[src/rtl/i2c_eeprom_slave.sv]
// I2C EEPROM-style slave: oversampled SCL/SDA, START/STOP/Sr decode,
// byte/page write with in-page wrap, current/random/sequential reads.
//
// Parameters: DEV_ADDR (7-bit address), ADDR_BYTES (1 or 2),
//             DEPTH (memory bytes), PAGE_SIZE (write page bytes).
// Ports:
//   clk     - system clock, at least 10x SCL
//   rst_n   - synchronous active-low reset
//   scl_i   - SCL pad input (asynchronous)
//   sda_i   - SDA pad input (asynchronous)
//   sda_oe  - 1 pulls SDA low, 0 releases it
//   busy    - high from an address-matched device byte to STOP/START
//   wp      - write protect, present only with I2C_EEPROM_WP_EN defined
// Optional feature macro: I2C_EEPROM_WP_EN (write-protect input).
module i2c_eeprom_slave #(
    parameter logic [6:0] DEV_ADDR   = 7'h50,
    parameter int         ADDR_BYTES = 2,
    parameter int         DEPTH      = 256,
    parameter int         PAGE_SIZE  = 8
) (
    input  logic clk,
    input  logic rst_n,
    input  logic scl_i,
    input  logic sda_i,
    output logic sda_oe,
    output logic busy
`ifdef I2C_EEPROM_WP_EN
    ,
    input  logic wp
`endif
);

    localparam int AW = $clog2(DEPTH);
    localparam logic [AW-1:0] PMASK = AW'(PAGE_SIZE - 1);
    localparam logic ALAST = 1'(ADDR_BYTES - 1);

    typedef enum logic [3:0] {
        S_IDLE, S_DEV, S_DEV_ACK, S_ADDR, S_ADDR_ACK,
        S_WR, S_WR_ACK, S_RD, S_RD_ACK, S_IGNORE
    } state_t;

    state_t r_state, w_state_nxt;

    logic r_scl_s1, r_scl_s2, r_scl_d;
    logic r_sda_s1, r_sda_s2, r_sda_d;
    logic [7:0] r_shift;
    logic [3:0] r_bitcnt;
    logic [AW-1:0] r_ptr;
    logic [7:0] r_addr_hi;
    logic r_abyte;
    logic r_mack;
    logic r_sda_oe, r_busy;
    logic w_oe_nxt, w_busy_nxt;
    logic [7:0] r_mem [DEPTH];
    logic [7:0] r_rdata;

    logic w_scl_rise, w_scl_fall, w_sda_rise, w_sda_fall;
    logic w_start, w_stop, w_done, w_match, w_we, w_wp_ok;
    logic [AW-1:0] w_addr, w_ptr_page, w_ptr_inc;

    assign w_scl_rise = r_scl_s2 & ~r_scl_d;
    assign w_scl_fall = ~r_scl_s2 & r_scl_d;
    assign w_sda_rise = r_sda_s2 & ~r_sda_d;
    assign w_sda_fall = ~r_sda_s2 & r_sda_d;
    // SCL must be stably high on both sides of the SDA edge
    assign w_start = w_sda_fall & r_scl_s2 & r_scl_d;
    assign w_stop  = w_sda_rise & r_scl_s2 & r_scl_d;
    assign w_done  = (r_bitcnt == 4'd8);
    assign w_match = (r_shift[7:1] == DEV_ADDR);

    assign w_addr = (ADDR_BYTES == 2) ? AW'({r_addr_hi, r_shift})
                                      : AW'(r_shift);
    assign w_ptr_inc  = r_ptr + AW'(1);
    // only the in-page bits advance; the page base is kept
    assign w_ptr_page = (r_ptr & ~PMASK) | (w_ptr_inc & PMASK);

`ifdef I2C_EEPROM_WP_EN
    assign w_wp_ok = ~wp;
`else
    assign w_wp_ok = 1'b1;
`endif

    // the 8th rising edge of a write-data byte commits it
    assign w_we = (r_state == S_WR) && w_scl_rise &&
                  (r_bitcnt == 4'd7) && w_wp_ok;

    assign sda_oe = r_sda_oe;
    assign busy   = r_busy;

    always_ff @(posedge clk) begin
        if (!rst_n) begin
            {r_scl_s1, r_scl_s2, r_scl_d} <= 3'b111;
            {r_sda_s1, r_sda_s2, r_sda_d} <= 3'b111;
        end else begin
            {r_scl_s1, r_scl_s2, r_scl_d} <= {scl_i, r_scl_s1, r_scl_s2};
            {r_sda_s1, r_sda_s2, r_sda_d} <= {sda_i, r_sda_s1, r_sda_s2};
        end
    end

    // state register
    always_ff @(posedge clk) begin
        if (!rst_n) r_state <= S_IDLE;
        else        r_state <= w_state_nxt;
    end

    // next-state logic
    always_comb begin
        w_state_nxt = r_state;
        if (w_start) begin
            w_state_nxt = S_DEV;
        end else if (w_stop) begin
            w_state_nxt = S_IDLE;
        end else if (w_scl_fall) begin
            unique case (r_state)
                S_DEV:      if (w_done) w_state_nxt = w_match ? S_DEV_ACK : S_IGNORE;
                S_DEV_ACK:  w_state_nxt = r_shift[0] ? S_RD : S_ADDR;
                S_ADDR:     if (w_done) w_state_nxt = S_ADDR_ACK;
                S_ADDR_ACK: w_state_nxt = (r_abyte == ALAST) ? S_WR : S_ADDR;
                S_WR:       if (w_done) w_state_nxt = S_WR_ACK;
                S_WR_ACK:   w_state_nxt = S_WR;
                S_RD:       if (w_done) w_state_nxt = S_RD_ACK;
                S_RD_ACK:   w_state_nxt = r_mack ? S_IGNORE : S_RD;
                default:    w_state_nxt = r_state;
            endcase
        end
    end

    // output logic: next SDA drive and busy, registered below
    always_comb begin
        w_oe_nxt   = r_sda_oe;
        w_busy_nxt = r_busy;
        if (w_start || w_stop) begin
            w_oe_nxt   = 1'b0;
            w_busy_nxt = 1'b0;
        end else if (w_scl_fall) begin
            unique case (r_state)
                S_DEV: if (w_done && w_match) begin
                    w_oe_nxt   = 1'b1;
                    w_busy_nxt = 1'b1;
                end
                S_DEV_ACK:  w_oe_nxt = r_shift[0] & ~r_rdata[7];
                S_ADDR:     if (w_done) w_oe_nxt = 1'b1;
                S_ADDR_ACK: w_oe_nxt = 1'b0;
                S_WR:       if (w_done) w_oe_nxt = 1'b1;
                S_WR_ACK:   w_oe_nxt = 1'b0;
                S_RD:       w_oe_nxt = w_done ? 1'b0 : ~r_shift[6];
                S_RD_ACK:   w_oe_nxt = ~r_mack & ~r_rdata[7];
                default:    w_oe_nxt = 1'b0;
            endcase
        end
    end

    always_ff @(posedge clk) begin
        if (!rst_n) begin
            r_sda_oe <= 1'b0;
            r_busy   <= 1'b0;
        end else begin
            r_sda_oe <= w_oe_nxt;
            r_busy   <= w_busy_nxt;
        end
    end

    // datapath: shift register, bit counter, pointer
    always_ff @(posedge clk) begin
        if (!rst_n) begin
            r_shift   <= '0;
            r_bitcnt  <= '0;
            r_ptr     <= '0;
            r_addr_hi <= '0;
            r_abyte   <= 1'b0;
            r_mack    <= 1'b1;
        end else if (w_start || w_stop) begin
            r_bitcnt <= '0;
            r_abyte  <= 1'b0;
        end else begin
            unique case (r_state)
                S_DEV, S_ADDR, S_WR: begin
                    if (w_scl_rise) begin
                        r_shift  <= {r_shift[6:0], r_sda_s2};
                        r_bitcnt <= r_bitcnt + 4'd1;
                    end else if (w_scl_fall && w_done) begin
                        r_bitcnt <= '0;
                        if (r_state == S_WR) r_ptr <= w_ptr_page;
                        if (r_state == S_ADDR) begin
                            if (r_abyte == ALAST) r_ptr <= w_addr;
                            else                  r_addr_hi <= r_shift;
                        end
                    end
                end
                S_ADDR_ACK: if (w_scl_fall) r_abyte <= ~r_abyte;
                S_DEV_ACK: if (w_scl_fall && r_shift[0]) r_shift <= r_rdata;
                S_RD: begin
                    if (w_scl_rise) begin
                        r_bitcnt <= r_bitcnt + 4'd1;
                    end else if (w_scl_fall) begin
                        if (w_done) r_bitcnt <= '0;
                        else        r_shift  <= {r_shift[6:0], 1'b0};
                    end
                end
                S_RD_ACK: begin
                    // advancing on the rise leaves the ACK low phase
                    // for the registered read of the next byte
                    if (w_scl_rise) begin
                        r_mack <= r_sda_s2;
                        r_ptr  <= w_ptr_inc;
                    end else if (w_scl_fall && !r_mack) begin
                        r_shift <= r_rdata;
                    end
                end
                default: ;
            endcase
        end
    end

    always_ff @(posedge clk) begin
        if (w_we) r_mem[r_ptr] <= {r_shift[6:0], r_sda_s2};
        r_rdata <= r_mem[r_ptr];
    end

endmodule

[config.mk]
export PLATFORM = sky130hd
export DESIGN_NAME = i2c_eeprom_slave
export DESIGN_NICKNAME = d
export VERILOG_FILES = /design/src/rtl/i2c_eeprom_slave.sv
export SDC_FILE = /design/constraint.sdc
export NUM_CORES = 2
export LEC_CHECK = 0
export ABC_CLOCK_PERIOD_IN_PS = 6990
export CORE_UTILIZATION = 60
export CTS_CLUSTER_DIAMETER = 50
export DETAILED_ROUTE_END_ITERATION = 10
export PLACE_DENSITY_LB_ADDON = 0.08
export SYNTH_ARGS = -nofsm -noshare
export SYNTH_HDL_FRONTEND = slang
export SYNTH_SLANG_ARGS = --single-unit
[constraint.sdc]
create_clock -name clk -period 6.99 [get_ports clk]
set_input_delay 1.398 -clock clk [delete_from_list [all_inputs] [get_ports clk]]
set_output_delay 1.398 -clock clk [all_outputs]
set_load 0.03 [all_outputs]
==> metrics.md <==
| Metric | Value |
|---|---|
| Status | complete, no violations |
| Unrepaired setup endpoints after global routing | no |
| Flops & latches, synth | about 2100 |
| Setup TNS | 0 ns |
| Mux cell area share after synthesis | 14.5% |
| Post-Synth XOR/XNOR Area | less than 1% |
| Core area | 133000 µm² |
| Sink Count | between 2000 and 2500 |
| Stages on the worst setup path | 8 |
| Combinational family with the most area after synthesis | multiplexers |
| Synth Area in Simple Gates | 2.36% |
| Syn nets | 3820 |
| Layout cell share with drive strength beyond 1 | a little under a quarter |
| Avg WL per Cell | roughly 33 µm |
| Crit-path max FO | 88 |
| CP endpoint kind | flop |
| CTS tree | done |
| Vias | 39700 |
| Initial Utilization | 60.4% |
| Global route overflow | 0 |
| Clock-pin transition on the worst setup and hold timing paths | around 0.06 ns |
| Slew @ Worst Pin | 1.38 ns |
| Die width | 368 µm |
| Register area share after synthesis | 77.4% |
| Clk_lat worst skew | approximately 0.83 ns |
| Worst r2r path cells | 8 |
| Final Hold Viols | 0 |
| IO Pins | 6 |
| Hold Buf Count CTS | 0 |
| First-pass GRT wire length | roughly 280 mm |
| Flop pwr share | a little under three fifths |
| Tcrit/Tclk final | 68.8% |
| Drt via density | 6.86 |
| Dpl hpwl | roughly 110 mm |
| Post-CTS resize count | 0 |
| Clock power share | 44.0% |
| Worst EP arrival | 5.44 ns |
| Post-synth EDFFs | ~2000 |
| Compound-Gate Fraction of Synth Area | 4.08% |
| DRT Wirelength | about 190 mm |
| 1st-pass router iterations | 7 |
| Clk root buf | clkbuf_16 |
| Worst Path Required | about 7.6 ns |
| Net count, final | 3862 |
| # setup viols final | 0 |
| Crit path buffers/inverters | 2 |
| Area leader, netlist | edfxtp_1 |
| Setup crit start kind | flop |
| Syn Inst Count | 3808 |
| CTS max path bufs | 3 |
| P_sw | 4680 µW |
| Tightest Hold Check Type | flop to flop |
| Slew HR | a little over 8% |
| Max Cap Violations | 0 |
| Rows | 134 |
| PwrDens | 275 nW/µm² |
| Die height | 368 µm |
| Most used cell, CP | buf_12 |
| Largest net degree at the start of global routing | 215 |
| Yosys cell types | 57 |
| Yosys top cell area share | 76.3% |
| Post-synth top flop | edfxtp_1 |
| Htree depth | 4 |
| Max Clock Freq | 208 MHz |
| Post-route ant nets | 0 |
| Top post-synthesis cells by count | 2048 x edfxtp_1, 512 x mux4_2, 290 x nor2_1 |
| Area grow syn2layout | 10.6% |
| Final Max Tran Viols | 0 |
| Diode count | 0 |
| Initial drt markers | between 5000 and 6000 |
| VDD IR max | 0.245 mV |
| Initial antenna violation count | 5 |
| Fin Clk Skew | 0.0341 ns |
| GPL Wtd Cong | 0.892 |
| TritonCTS buffer count | 204 |
| Synth Warn # | 0 |
| Logic pwr share | 0.3% |
| Number of fill cells in the layout | roughly 8400 |
| WHS | 0.405 ns |
| Post-Syn Area | 80600 µm² |
| Slowest cell on the critical path | nor4_1 |
| DRC errors left | 0 |
| Synth async-reset ratio | 0% |
| Critical Path Max Stage Delay | ~1.0 ns |
| Leakage Power | 0.0270 µW |
| Crit path cell chain | buf_12 > buf_12 > mux4_2 > a22oi_1 > a21oi_1 > nor4_1 > o22ai_1 > nand3b_1 |
| Hold path cells | 1 |
| Largest cells by area after synthesis | edfxtp_1 76%, mux4_2 14%, a22oi_1 2.3% |
| CP Class | flop to flop |
| Cell family with most CP delay | simple AND/OR/NAND/NOR gates |
| P_int | 19800 µW |
| Avg Cell Area, Syn | 21.2 µm² |
| Sw frac | between 10% and 20% |
| Total die area | between 100000 and 150000 µm² |
| Total global-route track usage | between 20% and 30% |
| Adder-Cell Fraction of Synth Area | 0.124% |
| Post-CTS setup buffer count | 0 |
| Most frequent cell after synthesis | edfxtp_1 |
| Port Buf Inserts | 5 |
| Vias in the first global route | 39900 |
| Fin crit period | roughly 4.8 ns |
## cells in the final DEF (no fill, tap or decap), types with 8 or more instances in the layout
cell type and count:
clkinv_1 36, o41ai_1 11, mux4_2 512, nand2_1 44, dfxtp_4 10, nor3_1 10, nand2b_1 12, buf_4 59
clkinvlp_4 11, o22ai_1 10, inv_6 9, ha_1 8, a22oi_1 252, clkinv_2 41, edfxtp_1 2048, nor4_1 18
nor2_1 289, a21oi_1 151, clkbuf_1 42, bufinv_16 17, clkbuf_16 210, o21ai_0 18, nand3b_1 9, dfxtp_1 32
buf_12 12, inv_1 15, nand3_1 12
## flip-flops by register name, indices dropped and copies added, names as in the netlist
signal and count:
r_mem 2048, r_ptr 8, r_rdata 8, r_shift 8
r_bitcnt 4, r_state 4, busy 1, r_abyte 1
r_mack 1, r_scl_d 1, r_scl_s1 1, r_scl_s2 1
r_sda_d 1, r_sda_s1 1, r_sda_s2 1, sda_oe 1
## final timing paths
kind	start	to	slack [ns]
setup / recovery	r_ptr[1]$_SDFFE_PN0P_	r_rdata[2]$_DFF_P_	2.18
hold / removal	r_sda_s1$_SDFF_PN1_	r_sda_s2$_SDFF_PN1_	0.41
setup reg to reg	r_ptr[1]$_SDFFE_PN0P_	r_rdata[2]$_DFF_P_	2.18
hold reg to reg	r_sda_s1$_SDFF_PN1_	r_sda_s2$_SDFF_PN1_	0.41
## per-layer routing
layer | up-vias | wire length (µm) | GRT usage, % | share of wire [%]
li1 | 16100 | - | - | -
met1 | 21000 | 76400 | 43.3 | 40
met2 | 2345 | 91300 | 44.0 | 47
met3 | 335 | 18800 | 5.67 | 9.8
met4 | 2 | 6090 | 9.34 | 3.2
met5 | - | 20 | 0 | 0.010
## kinds of logic after synthesis
logic type	after synthesis
AOI/OAI and AO/OA	486
xor gates and xnor gates	4
adders and majority gates	8
buffers and inverters	257
DFF	2090
muxes	526
and+or+nand+nor	437
## area by class of cell
class	count	area, µm²	area share [%]
clock inverter	123	1120	1.25
timing repair buffer	78	766	0.860
sequential	2090	62400	70.0
multi-input combinational	1461	17100	19.2
clock buffer	256	5470	6.14
inverter	15	56.3	0.0632
tap	1768	2210	2.48
## power groups by stage
stage	logic, µW	registers, µW	clock network [µW]
6_report	74.1	13600	10800
5_1_grt	79.5	13600	11300
4_1_cts	74.8	13600	10900
3_5_place_dp	74.8	13900	0
3_3_place_gp	71.8	13900	0
2_1_floorplan	18.3	13900	0
## through the flow
step	worst slack, ns	std cells	utilization (%)	power (µW)	instance area [µm²]
global placement	1.91	5408	61.8	14000	82400
CTS	2.40	5790	66.8	24600	89100
detailed placement	2.43	5411	61.9	14000	82500
floorplan	1.94	3808	-	13900	80600
finish	2.18	5791	66.8	24500	89100
global route	2.12	5791	66.8	25000	89100
(Power assumes the default switching activity.)
